**config.mk**
```make
export PLATFORM = sky130hd
export DESIGN_NAME = wb_fetch_unit
export DESIGN_NICKNAME = d
export VERILOG_FILES = /design/src/rtl/wb_fetch_unit.sv
export SDC_FILE = /design/constraint.sdc
export NUM_CORES = 1
export LEC_CHECK = 0
export BUFFER_PORTS_ARGS = -buffer_cell sky130_fd_sc_hd__buf_4
export CAP_MARGIN = 10
export CORE_MARGIN = 2
export CORE_UTILIZATION = 50
export CTS_BUF_LIST = sky130_fd_sc_hd__clkbuf_8
export DETAILED_ROUTE_END_ITERATION = 10
export PLACE_DENSITY_LB_ADDON = 0.1
export SYNTH_ARGS = -nofsm -noshare
export SYNTH_HDL_FRONTEND = slang
export SYNTH_SLANG_ARGS = --single-unit
```
**constraint.sdc**
```tcl
create_clock -name clk_i -period 7.8 [get_ports clk_i]
set_clock_uncertainty 0.2 [all_clocks]
set_input_delay 0.78 -clock clk_i [delete_from_list [all_inputs] [get_ports clk_i]]
set_output_delay 0.78 -clock clk_i [all_outputs]
set_load 0.03 [all_outputs]
```
**src/rtl/wb_fetch_unit.sv**
```systemverilog
// ---------------------------------------------------------------------------
// wb_fetch_unit
//
// Instruction fetch stage. Issues classic single-read Wishbone cycles at
// sequential word addresses and buffers the returned words in a small
// prefetch FIFO. The core drains the FIFO through a valid/ready handshake.
// A redirect reloads the fetch PC and flushes the FIFO. A bus error, or too
// many consecutive retries, pushes an error marker and halts fetching until
// the next redirect.
//
// Ports
//   clk_i, rst_i          clock, synchronous active-high reset
//   redirect_i            load redirect_pc_i (word aligned) and flush FIFO
//   redirect_pc_i         new fetch PC, bits [1:0] ignored
//   instr_valid_o         FIFO head valid
//   instr_o               head instruction word (unswapped)
//   instr_pc_o            address the head word was fetched from
//   instr_err_o           head entry is a bus error marker (instr_o = 0)
//   instr_ready_i         core pops head when instr_valid_o & instr_ready_i
//   cyc_o, stb_o          Wishbone cycle / strobe (always equal)
//   adr_o                 Wishbone byte address, bits [1:0] = 0
//   sel_o, dat_o, we_o    constant 4'b1111 / 0 / 0 (read-only master)
//   dat_i                 read data, sampled only with ack_i
//   ack_i, err_i, rty_i   terminations, priority err > rty > ack
// ---------------------------------------------------------------------------
module wb_fetch_unit #(
  parameter logic [31:0] RESET_PC    = 32'h0000_0000,
  parameter int          FIFO_DEPTH  = 4,
  parameter int          RETRY_LIMIT = 8
) (
  input  logic        clk_i,
  input  logic        rst_i,
  input  logic        redirect_i,
  input  logic [31:0] redirect_pc_i,
  output logic        instr_valid_o,
  output logic [31:0] instr_o,
  output logic [31:0] instr_pc_o,
  output logic        instr_err_o,
  input  logic        instr_ready_i,
  output logic        cyc_o,
  output logic        stb_o,
  output logic [31:0] adr_o,
  output logic [3:0]  sel_o,
  output logic [31:0] dat_o,
  output logic        we_o,
  input  logic [31:0] dat_i,
  input  logic        ack_i,
  input  logic        err_i,
  input  logic        rty_i
);

  localparam int PTR_W = $clog2(FIFO_DEPTH);
  localparam int CNT_W = PTR_W + 1;
  localparam int RTY_W = $clog2(RETRY_LIMIT + 1);

  // Retry count value at which the next rty is promoted to an error.
  localparam logic [RTY_W-1:0] RTY_LAST = RTY_W'(RETRY_LIMIT - 1);

  typedef enum logic [1:0] {
    S_IDLE    = 2'd0,
    S_BUS     = 2'd1,
    S_DISCARD = 2'd2,
    S_HALT    = 2'd3
  } state_t;

  function automatic logic [31:0] word_align(input logic [31:0] pc);
    return {pc[31:2], 2'b00};
  endfunction

  // Control state
  state_t           state;
  logic [31:0]      fetch_pc;
  logic [RTY_W-1:0] rty_cnt;

  // FIFO control
  logic [PTR_W-1:0] wr_ptr;
  logic [PTR_W-1:0] rd_ptr;
  logic [CNT_W-1:0] fifo_count;

  // FIFO storage (data path, not reset)
  logic [31:0] mem_data [FIFO_DEPTH];
  logic [31:0] mem_pc   [FIFO_DEPTH];
  logic        mem_err  [FIFO_DEPTH];

  // Combinational decisions
  logic             term;
  logic             credit;
  logic [CNT_W:0]   occupancy;
  logic             push_en;
  logic             push_err;
  logic [31:0]      push_data;
  logic             pop_en;
  logic             rty_exhausted;

  // Constant master outputs: read-only, full-word accesses.
  assign stb_o = cyc_o;
  assign sel_o = 4'b1111;
  assign dat_o = 32'h0000_0000;
  assign we_o  = 1'b0;

  // Terminations only mean anything while a cycle is open; this also makes
  // a late response after a reset or a dropped cycle harmless.
  assign term = cyc_o & (ack_i | err_i | rty_i);

  // Entries buffered plus the one possibly in flight must leave room, so a
  // response can always be pushed without a full check.
  assign occupancy = {1'b0, fifo_count} + {{CNT_W{1'b0}}, cyc_o};
  assign credit    = occupancy < (CNT_W + 1)'(FIFO_DEPTH);

  assign rty_exhausted = (rty_cnt == RTY_LAST);

  assign instr_valid_o = (fifo_count != '0);
  assign pop_en        = instr_valid_o & instr_ready_i & ~redirect_i;

  // Head outputs come straight from the storage registers.
  assign instr_o     = mem_data[rd_ptr];
  assign instr_pc_o  = mem_pc[rd_ptr];
  assign instr_err_o = instr_valid_o & mem_err[rd_ptr];

  // Push decision for the response being sampled on this edge. A redirect
  // on the same edge wins: the response belongs to the old stream.
  always_comb begin
    push_en   = 1'b0;
    push_err  = 1'b0;
    push_data = 32'h0000_0000;
    if (state == S_BUS && term && !redirect_i) begin
      if (err_i) begin
        push_en  = 1'b1;
        push_err = 1'b1;
      end else if (rty_i) begin
        if (rty_exhausted) begin
          push_en  = 1'b1;
          push_err = 1'b1;
        end
      end else begin
        push_en   = 1'b1;
        push_data = dat_i;
      end
    end
  end

  // ---- Fetch FSM: bus cycle control and fetch PC ----
  always_ff @(posedge clk_i) begin
    if (rst_i) begin
      state    <= S_IDLE;
      cyc_o    <= 1'b0;
      adr_o    <= word_align(RESET_PC);
      fetch_pc <= word_align(RESET_PC);
      rty_cnt  <= '0;
    end else begin
      if (redirect_i) begin
        fetch_pc <= word_align(redirect_pc_i);
        rty_cnt  <= '0;
      end

      unique case (state)
        S_IDLE: begin
          // Redirect in IDLE only reloads the PC; the new request goes out
          // on a later edge.
          if (!redirect_i && credit) begin
            cyc_o <= 1'b1;
            adr_o <= fetch_pc;
            state <= S_BUS;
          end
        end

        S_BUS: begin
          if (redirect_i) begin
            // Close an already-terminating cycle directly; otherwise keep
            // cyc up and throw the response away when it comes.
            if (term) begin
              cyc_o <= 1'b0;
              state <= S_IDLE;
            end else begin
              state <= S_DISCARD;
            end
          end else if (term) begin
            cyc_o <= 1'b0;
            if (err_i) begin
              state <= S_HALT;
            end else if (rty_i) begin
              if (rty_exhausted) begin
                rty_cnt <= '0;
                state   <= S_HALT;
              end else begin
                // Same address is reissued from IDLE.
                rty_cnt <= rty_cnt + RTY_W'(1);
                state   <= S_IDLE;
              end
            end else begin
              fetch_pc <= fetch_pc + 32'd4;
              rty_cnt  <= '0;
              state    <= S_IDLE;
            end
          end
        end

        S_DISCARD: begin
          // Any termination closes the stale cycle; nothing is pushed.
          if (term) begin
            cyc_o <= 1'b0;
            state <= S_IDLE;
          end
        end

        S_HALT: begin
          if (redirect_i) begin
            state <= S_IDLE;
          end
        end

        default: begin
          cyc_o <= 1'b0;
          state <= S_IDLE;
        end
      endcase
    end
  end

  // ---- Prefetch FIFO control ----
  always_ff @(posedge clk_i) begin
    if (rst_i || redirect_i) begin
      wr_ptr     <= '0;
      rd_ptr     <= '0;
      fifo_count <= '0;
    end else begin
      if (push_en) begin
        wr_ptr <= wr_ptr + PTR_W'(1);
      end
      if (pop_en) begin
        rd_ptr <= rd_ptr + PTR_W'(1);
      end
      unique case ({push_en, pop_en})
        2'b10:   fifo_count <= fifo_count + CNT_W'(1);
        2'b01:   fifo_count <= fifo_count - CNT_W'(1);
        default: fifo_count <= fifo_count;
      endcase
    end
  end

  // ---- Prefetch FIFO storage ----
  always_ff @(posedge clk_i) begin
    if (push_en) begin
      mem_data[wr_ptr] <= push_data;
      mem_pc[wr_ptr]   <= adr_o;
      mem_err[wr_ptr]  <= push_err;
    end
  end

endmodule

```
**Word level (Yosys, flattened, before mapping)**

Memories as Yosys holds them, arrays and structs flattened. A register that Yosys moved wholly into a read port is not among the register bits.
Cells that the tools add are included.

- Bits in writable memories: 260
- Logic and storage cells: 95
- Bits of input ports: 71
- Bits in registers: 78
- Memories: 3

- Eq/ne operators: 11
- Mux-type cells: 45
- $lt $le $gt $ge: 1
- Reduce and logical (&&, ||, !) cells: 13
- Bitwise operators: 7
- $add $sub $neg: 7

Memory list:

| name | words | bits a word | read ports | clocked after memory_dff | write ports | RTL line | RTL |
|---|---|---|---|---|---|---|---|
| mem_data | 4 | 32 | 1 | 1 | 1 | 81 | `logic [31:0] mem_data [FIFO_DEPTH];` |
| mem_pc | 4 | 32 | 1 | 1 | 1 | 82 | `logic [31:0] mem_pc [FIFO_DEPTH];` |
| mem_err | 4 | 1 | 1 | 1 | 1 | 83 | `logic mem_err [FIFO_DEPTH];` |

Operator list:

| operator | number |
|---|---|
| $mux 32 | 9 |
| $add 32x3->32 const B | 1 |
| $mux 2 | 15 |
| $mux 4 | 7 |
| $mux 1 | 11 |
| $pmux 2 s4 | 1 |
| $eq 2x2->1 const B | 3 |
| $ne 2x2->1 const B | 3 |
| $pmux 3 s2 | 1 |
| $add 2x1->2 const B | 2 |
| $add 3x1->4 | 1 |
| $add 4x1->4 const B | 1 |
| $and 1x1->1 | 4 |
| $eq 2x1->1 const B | 2 |
| $eq 4x3->1 const B | 1 |
| $lt 4x3->1 const B | 1 |
| $reduce_and 4->1 | 1 |
| $reduce_bool 2->1 | 2 |
| $add 3x1->3 const B | 1 |
| $logic_and 1x1->1 | 3 |
| $ne 3x3->1 const B | 1 |
| $reduce_and 3->1 | 1 |
| $reduce_bool 3->1 | 1 |
| $sub 3x1->3 const B | 1 |
| 9 further kinds | 10 |

**Depth between registers and ports, before layout**

Gate-level depths: netlist of the first run.

- Word-level depth: 8
- Depth in mapped cells: 12

**Least setup slack after synthesis of the first run**

OpenSTA, ideal clock, no wires.

- Path kind: input -> register
- Start: in redirect_i
- End: mem mem_data[0][0] (enable)
- Setup slack: 4.069 ns
- Stages on the path: 3
- Setup time: 0.430 ns
- Required time: 7.170 ns
- Arrival: 3.101 ns
- Cell sequence: buf_2 nor3_1 and3_1

- Word-level cells in the longest chain between the ends: 5

Ends and longest elaborated chain:

| item | RTL line | RTL |
|---|---|---|
| start: declaration | 33 | `input logic redirect_i,` |
| $logic_not 1->1 | 126 | `if (state == S_BUS && term && !redirect_i) begin` |
| $logic_and 1x1->1 | 126 |  |
| $mux 1 | 126 |  |
| $mux 1 | 243 | `if (push_en) begin` |
| $mux 1 (implied by the code) | 244 | `mem_data[wr_ptr] <= push_data;` |
| end: declaration | 81 |  |

No other way between the ends.

==> results_dict.tcl, run 1 <==
set metrics [dict create \
    dr.pass1.iters 6 \
    multi_input_area_mm2 0.00406 \
    min_from "redirect_pc_i[7]" \
    via_count 8097 \
    max_freq_ghz 0.259 \
    wire_per_inst_um 19.5 \
    grt_overflow 0 \
    port_buffers 168 \
    post-route-drc-count 0 \
    cts_resized 0 \
    worstPathArrival_ns 2.88 \
    antenna_found_initial 0 \
    viasPerCell 5.47 \
    regArea_mm2 0.00942 \
    cts_setup_buffers 0 \
    critPathLaunchType "flip-flop" \
    dp_hpwl_um 17100 \
    insertion_delay_ns 0.58 \
    fin_nets 1182 \
    finalSetupViolations 0 \
    layout_common_cells "260 x edfxtp_1, 174 x buf_4, 94 x nand2_1, 78 x dfxtp_1, 65 x mux4_2" \
    rr_worst_depth 6 \
    hold_path.class "in -> reg" \
    grtUsageTotal_pct 19.7 \
    cts_hold_buf 0 \
    seq_area_frac_synth_pct 68.0 \
    clock_path_buffers 3 \
    synth-main-ff-cell "edfxtp_1" \
    rrSetupSlack_ns 4.28 \
    async_flop_share_pct 0 \
    r2r-end "mem_data[3][10]" \
    cts-buffers-inserted 54 \
    yosys_warnings 0 \
    nFillCells 2166 \
    hold_end "fetch_pc[7]" \
    cts_tree "yes" \
    synthCells 913 \
    syn_avg_cell_area_um2 15.2 \
    path_max_fanout 48 \
    first_iter_violations 614 \
    stdcell_count 1481 \
    grt_pass1_vias 7827 \
    clk_pin_slew_ns 0.06 \
    grt_pass1_wl_um 43200 \
    rsz0062_at_grt "no" \
    grt_max_degree 66 \
    hold_viol 0 \
    worstPathRequired_ns 6.82 \
    fp.dieH_um 170 \
    h-tree-depth 2 \
    period_share_pct 49.4 \
    gp_congestion 0.829 \
    worst_setup_path_end_kind "output port" \
    status "complete, no violations" \
    ys_ff_latch 340 \
    period_minus_slack_ns 3.86 \
    root_buffer "clkbuf_8" \
    syn_to_final_growth_pct 17.8 \
    worstMarginPinSlew_ns 1.09 \
    fin_hold_ws_ns 0.252 \
    placementRows 60 \
    final_common_cell "edfxtp_1" \
    worstHoldPathCells 3 \
    numClockSinks 340 \
    coreArea_mm2 0.0270 \
    powerDensity_mw_per_mm2 234 \
    start_util_pct 51.2 \
    die-area_mm2 0.0290 \
    final_antenna_net_count 0 \
    drive_gt1_share_pct 28.5 \
    syn-cell-area_mm2 0.0138 \
    slew_violations 0 \
    leakagePower_nw 5.55 \
    drv_cap 0 \
    tns_ns 0 \
    relSlewSlack_pct 27.3 \
    ir_drop_mv 0.154 \
    io_pins 208 \
    antenna_cells 0 \
    drt-total-wl_um 28900 \
    r2r_start "state[1]" \
    worstSetupPathType "reg -> out" \
    synth-edff-count 260 \
    yosys.cell_types.count 60 \
    dp_cells 1382 \
    dieWidth_um 170 \
]
## power breakdown
part	switching (W)	internal, W	total, W	leakage [nW]
sequential	0.0000424	0.00198	0.00203	2.87
combinational	0.000222	0.000123	0.000344	2.08
clock	0.000669	0.000776	0.00144	0.600
## cells in the mapped netlist (all sizes together), types with 2 or more instances
| library cell | number | area share, % |
|---|---|---|
| a222oi | 2 | 0.14 |
| a32oi | 2 | 0.13 |
| conb | 2 | 0.054 |
| and2 | 36 | 1.6 |
| o22ai | 5 | 0.23 |
| nor2 | 35 | 0.95 |
| nor4 | 7 | 0.52 |
| nand3 | 13 | 0.47 |
| a221oi | 4 | 0.25 |
| mux2i | 7 | 0.51 |
| a2bb2oi | 2 | 0.13 |
| or3 | 9 | 0.41 |
| a31oi | 8 | 0.36 |
| a21oi | 53 | 1.9 |
| nand4 | 16 | 0.72 |
| xnor2 | 2 | 0.13 |
| inv | 12 | 0.33 |
| and3 | 15 | 0.68 |
| xor2 | 14 | 0.89 |
| a21boi | 2 | 0.11 |
| a211oi | 2 | 0.11 |
| nor3 | 11 | 0.43 |
| o31ai | 2 | 0.11 |
| nand2 | 94 | 2.6 |
| nor2b | 4 | 0.18 |
| dfxtp | 80 | 12 |
| and4 | 2 | 0.13 |
| mux2 | 6 | 0.49 |
| o21ai | 24 | 0.87 |
| buf | 56 | 2.8 |
| ha | 13 | 1.2 |
| clkbuf | 25 | 0.69 |
| edfxtp | 260 | 56 |
| nor3b | 4 | 0.22 |
| mux4 | 65 | 11 |
| o211ai | 2 | 0.11 |
| o21bai | 3 | 0.16 |
## stage by stage
step                total power (W)  util (%)  instance area, um2  setup WS, ns
floorplan                   0.00230         -               14000          4.07
global placement            0.00241      56.4               15300          3.99
detailed placement          0.00241      56.4               15300          4.01
CTS                         0.00385      60.3               16300          3.79
global route                0.00396      60.3               16300          3.69
finish                      0.00382      60.3               16300          3.94
## cell families (layout without fill, tap and decap cells)
| family | count (synthesis) | after routing | share of synthesized area, % |
|---|---|---|---|
| xor+xnor | 16 | 16 | 1.01 |
| mux | 78 | 78 | 11.6 |
| compound gates | 119 | 119 | 5.11 |
| other cells | 2 | 37 | 0.0543 |
| flops | 340 | 340 | 68.0 |
| buf+inv | 94 | 286 | 3.82 |
| simple gates | 250 | 250 | 9.11 |
| fa+ha+maj | 14 | 14 | 1.32 |
## worst max-delay path by stage
stage,start,end,cells after the start
final,flip-flop,instr_pc_o[11],3
after global routing,flip-flop,instr_pc_o[11],3
after CTS,flip-flop,instr_pc_o[11],3
after detailed placement,redirect_i,mem_data[3][20],4
after global placement,redirect_i,mem_data[3][21],4
after floorplan,redirect_i,mem_data[0][0],3
## area by class of cell
class                           instances  share of cell area, %
Sequential cell                       340                   57.8
Multi-Input combinational cell        514                   24.9
Timing Repair Buffer                  174                   8.02
Clock buffer                           57                   4.81
Tap cell                              341                   2.62
Clock inverter                         42                   1.57
Inverter                               13                  0.299
## sequential cells by signal (all words and copies together) (netlist names), named ones only
name / flops
fetch_pc: 32
cyc_o: 1
mem_data: 128
wr_ptr: 2
rty_cnt: 4
mem_err: 4
fifo_count: 3
state: 2
rd_ptr: 2
mem_pc: 128
adr_o: 32
## worst max-delay path: stages (launching register included)
cell and delay, ns:
dfxtp_4 0.61, buf_4 0.84, mux4_2 0.62, buf_4 0.19
## routing by layer
| metal | up-vias | GRT usage [%] | part of all wire, % |
|---|---|---|---|
| li1 | 3795 | - | - |
| met1 | 4013 | 26.4 | 43 |
| met2 | 233 | 33.2 | 50 |
| met3 | 56 | 3.09 | 5.0 |
| met4 | 0 | 6.24 | 2.1 |
| met5 | - | 0 | 0 |
Note: power is estimated with default switching activity, not from simulation.
==> run 2, diff against run 1 <==
- clock period: 7.8 -> 3.77 ns (I/O delays scaled with it)
==> run 2 against run 1 <==
Final cell count is 5.3% higher. First-iteration DRC count shrank 17%. Highest routed layer unchanged. Clock power increased by 100%. Power increased by 110%. Sequential share of layout area down 2.6 points. Non-clock buffer count is 75 higher.
==> results_dict.tcl, run 2 (synthesis gave the netlist of run 1 again) <==
set metrics [dict create \
    wl_met2_um 14700 \
    drt-total-wl_um 29600 \
    final_common_cell "edfxtp_1" \
    start_util_pct 51.2 \
    root_buffer "clkbuf_8" \
    clock_path_buffers 3 \
    swShare_pct 24.9 \
    grt_pass1_vias 8197 \
    grt_pass1_wl_um 45500 \
    pwr-share-comb_pct 9.8 \
    antenna_found_initial 0 \
    syn_to_final_growth_pct 23.4 \
    cpMaxStageDelayCell "and3_4" \
    h-tree-depth 2 \
    fin_nets 1257 \
    insertion_delay_ns 0.57 \
    cts_hold_buf 61 \
    cts_setup_buffers 0 \
    internal_power_w 0.00591 \
    slowest_delay_ns 0.58 \
    grt_max_degree 61 \
    fp.dieH_um 170 \
    die-area_mm2 0.0290 \
    ir_drop_mv 0.338 \
    layout_common_cells "260 x edfxtp_1, 182 x buf_4, 94 x nand2_1, 78 x dfxtp_1, 65 x mux4_2" \
    placed_cell_area_mm2 0.0154 \
    rsz0062_at_grt "no" \
    worstSetupPathType "reg -> reg" \
    finalPower_w 0.00787 \
    grt_overflow 0 \
    crit_buf_inv 3 \
    worst_setup_path_end_kind "flip-flop" \
    dieWidth_um 170 \
    dr.pass1.iters 5 \
    numClockSinks 340 \
    grtUsageTotal_pct 20.5 \
    first_iter_violations 509 \
    dp_hpwl_um 18700 \
    relSlewSlack_pct 46.6 \
    clk_pin_slew_ns 0.06 \
    hold_path.class "in -> reg" \
    pre_cts_ws_ns 0.801 \
    path_max_fanout 37 \
    reg.largest.list "mem_data (128), mem_pc (128)" \
    antenna_cells 0 \
    finalSetupViolations 0 \
    fin_area_mm2 0.0171 \
    gp_congestion 0.828 \
    power.share.sequential_pct 53.2 \
    wl_met1_um 12900 \
    stdcell_count 1559 \
    worstPathArrival_ns 3.01 \
    worstMarginPinSlew_ns 0.793 \
    crit_chain "inv_1 > ha_1 > nand2_1 > nor3_1 > buf_4 > and3_4 > buf_4" \
    cts_resized 0 \
    port_buffers 168 \
    placementRows 60 \
    powerDensity_mw_per_mm2 461 \
    worstPathRequired_ns 3.83 \
    tns_ns 0 \
    switchingPower_w 0.00196 \
    dp_cells 1396 \
    slew_violations 0 \
    via_count 8392 \
    coreArea_mm2 0.0270 \
    period_share_pct 78.1 \
    post-route-drc-count 0 \
    period_minus_slack_ns 2.95 \
    top_layer "met4" \
    nFillCells 2105 \
    max_freq_ghz 0.339 \
    drv_cap 0 \
    cts-buffers-inserted 54 \
    cts_tree "yes" \
    wire_per_inst_um 19.0 \
    drive_gt1_share_pct 28.2 \
    critPathLaunchType "flip-flop" \
    viasPerCell 5.38 \
    status "complete, no violations" \
    io_pins 208 \
    leakagePower_nw 5.91 \
    cpLargestDelayFamily "simple AND/OR/NAND/NOR gates" \
    crit_top_cell "buf_4" \
    clkPwrFrac_pct 36.9 \
    wl_met3_um 1450 \
    hold_viol 0 \
    fin_ws_ns 0.824 \
    final_antenna_net_count 0 \
]
==> run 2: area by class of cell <==
cell class              count  area, um2  area share, %
multi-input cells         514       4060           23.8
repair buffers            249       2100           12.3
clock inverters            44        225           1.32
well taps                 341        427           2.50
inverters                  13       48.8          0.286
flip-flops and latches    340       9420           55.2
clock buffers              58        798           4.68
==> run 2: tightest hold or removal path: stages <==
cell     delay (ns)
buf_4          0.08
mux2_2         0.15
nand2_1        0.05
o22ai_1        0.10
==> run 2: stage by stage <==
stage          utilization, %  hold slack [ns]
6_report                 63.2           0.0300
5_1_grt                  63.2           0.0284
4_1_cts                  63.2         0.000259
3_5_place_dp             57.1            0.269
3_3_place_gp             57.1            0.260
2_1_floorplan               -            0.227
==> run 2: power by group through the flow <==
stage	Clock (W)	Combinational [W]	Sequential [W]
final	0.00291	0.000773	0.00419
after global routing	0.00317	0.000834	0.00420
after CTS	0.00299	0.000782	0.00419
after detailed placement	0	0.000727	0.00427
after global placement	0	0.000721	0.00427
after floorplan	0	0.000461	0.00429
==> run 2: path summary, 6_finish.rpt <==
path                     to  slack [ns]               from  depth (start not counted)
max          mem_data[3][4]        0.82           state[1]                          7
max reg2reg  mem_data[3][4]        0.82           state[1]                          7
min reg2reg        adr_o[1]        0.27        fetch_pc[1]                          2
min            fetch_pc[25]        0.03  redirect_pc_i[25]                          4
==> run 2: layer usage <==
metal | vias to the layer above | global-route usage [%]
met2 | 254 | 34.9
met1 | 4150 | 27.4
li1 | 3947 | -
met3 | 41 | 3.40
met4 | 0 | 5.95
met5 | - | 0
==> run 3, diff against run 2 <==
- clock period: 3.77 -> 2.85 ns (I/O delays scaled with it)
==> run 3 against run 2 <==
Count of clock-buffer cells in the layout up 7. Utilization grew 1.1 points. Sequential power increased by 32%. Global-route usage up 0.72 points. Setup slack worse by 0.67 ns. Critical path depth grew 2. Clock power up 33%. Largest cell class unchanged.
==> results_dict.tcl, run 3 (synthesis gave the netlist of run 1 again) <==
set metrics [dict create \
    status "complete, no violations" \
    clock_path_buffers 3 \
    port_buffers 168 \
    pre_cts_ws_ns 0.143 \
    fin_ws_ns 0.159 \
    tns_ns 0 \
    drt-total-wl_um 30500 \
    rrSetupSlack_ns 0.16 \
    rsz0062_at_grt "no" \
    max_freq_ghz 0.372 \
    syn_to_final_growth_pct 25.4 \
    cts_tree "yes" \
    rr_worst_depth 9 \
    grt_max_degree 48 \
    period_minus_slack_ns 2.69 \
    grt_pass1_vias 8472 \
    slew_violations 0 \
    dr.pass1.iters 5 \
    nFillCells 2057 \
    gp_congestion 0.849 \
    coreArea_mm2 0.0270 \
    dp_hpwl_um 19400 \
    insertion_delay_ns 0.58 \
    worst_setup_path_end_kind "flip-flop" \
    worstSetupPathType "reg -> reg" \
    min_from "ack_i" \
    layout_common_cells "260 x edfxtp_1, 185 x buf_4, 94 x nand2_1, 78 x dfxtp_1, 68 x dlygate4sd3_1" \
    regArea_mm2 0.00942 \
    hold_path.class "in -> reg" \
    r2r_start "state[1]" \
    antenna_found_initial 1 \
    worstPathArrival_ns 3.02 \
    die-area_mm2 0.0290 \
    period_share_pct 94.4 \
    cts_setup_buffers 0 \
    placementRows 60 \
    viasPerCell 5.41 \
    worstMarginPinSlew_ns 0.597 \
    ir_drop_mv 0.335 \
    fp.dieH_um 170 \
    fin_nets 1275 \
    worstPathRequired_ns 3.17 \
    dieWidth_um 170 \
    clk_pin_slew_ns 0.06 \
    final_common_cell "edfxtp_1" \
    root_buffer "clkbuf_8" \
    worstHoldPathCells 4 \
    via_count 8533 \
    numClockSinks 340 \
    final_antenna_net_count 0 \
    start_util_pct 51.2 \
    grt_overflow 0 \
    io_pins 208 \
    hold_end "state[1]" \
    multi_input_area_mm2 0.00406 \
    critPathLaunchType "flip-flop" \
    powerDensity_mw_per_mm2 605 \
    drive_gt1_share_pct 28.7 \
    leakagePower_nw 6.04 \
    relSlewSlack_pct 60.0 \
    finalSetupViolations 0 \
    grt_pass1_wl_um 46900 \
    path_max_fanout 17 \
    post-route-drc-count 0 \
    grtUsageTotal_pct 21.2 \
    drv_cap 0 \
    reg.largest.list "mem_data (128), mem_pc (128)" \
    h-tree-depth 2 \
    r2r-end "fetch_pc[4]" \
    wire_per_inst_um 19.4 \
    hold_viol 0 \
    cts-buffers-inserted 54 \
    first_iter_violations 667 \
]
## run 3: critical path, cell delays in order, from the launching register on
cell and delay, ns:
dfxtp_1 0.34, inv_1 0.11, ha_2 0.24, nand3_2 0.18
or3_1 0.44, buf_4 0.23, o21ai_0 0.15, a222oi_1 0.08
nor2_1 0.10, dlygate4sd3_1 0.54
## run 3: repair_timing
item,4_1_cts,5_1_grt
hold buffers,68,0
endpoints found under the setup margin,0,3
gates resized for setup,0,2
endpoints found under the hold margin,172,0
## run 3: power by group
part           internal [W]  switching [W]  total (W)
Clock               0.00206        0.00181    0.00387
Combinational      0.000437       0.000634    0.00107
Sequential          0.00543       0.000117    0.00555
## run 3: layer usage
layer	vias up	part of all wire [%]	routed length, um	GRT usage, %
li1	3979	-	-	-
met1	4230	42	12700	27.5
met2	277	51	15500	36.5
met3	47	5.8	1780	4.23
met4	0	1.9	565	6.02
met5	-	0	0	0
## run 3: area by class of cell
class / instances / share of cell area [%]
flip-flops and latches: 340 / 54.3
multi-input cells: 514 / 23.4
clock inverters: 36 / 0.872
diodes: 1 / 0.0144
clock buffers: 65 / 5.16
well taps: 341 / 2.46
repair buffers: 267 / 13.5
inverters: 13 / 0.281
## run 3: per-stage QoR
| stage | total power [W] | util, % | cell area (um2) | hold WS, ns | cells |
|---|---|---|---|---|---|
| after floorplan | 0.00629 | - | 14000 | 0.222 | 948 |
| after global placement | 0.00664 | 57.8 | 15600 | 0.239 | 1407 |
| after detailed placement | 0.00665 | 57.8 | 15600 | 0.249 | 1407 |
| after CTS | 0.0106 | 64.2 | 17300 | 0.0169 | 1576 |
| after global routing | 0.0109 | 64.2 | 17400 | 0.0201 | 1577 |
| final | 0.0105 | 64.2 | 17400 | 0.0538 | 1577 |
## run 3: worst max-delay path by stage
stage	startpoint	endpoint	slack [ns]	cells after the start
2_1_floorplan	state[1]	mem_data[0][0]	0.04	5
3_3_place_gp	state[1]	fifo_count[2]	0.22	12
3_5_place_dp	state[1]	fifo_count[2]	0.14	12
4_1_cts	state[1]	fetch_pc[4]	0.02	9
5_1_grt	state[1]	fetch_pc[4]	0.01	9
6_report	state[1]	fetch_pc[4]	0.16	9
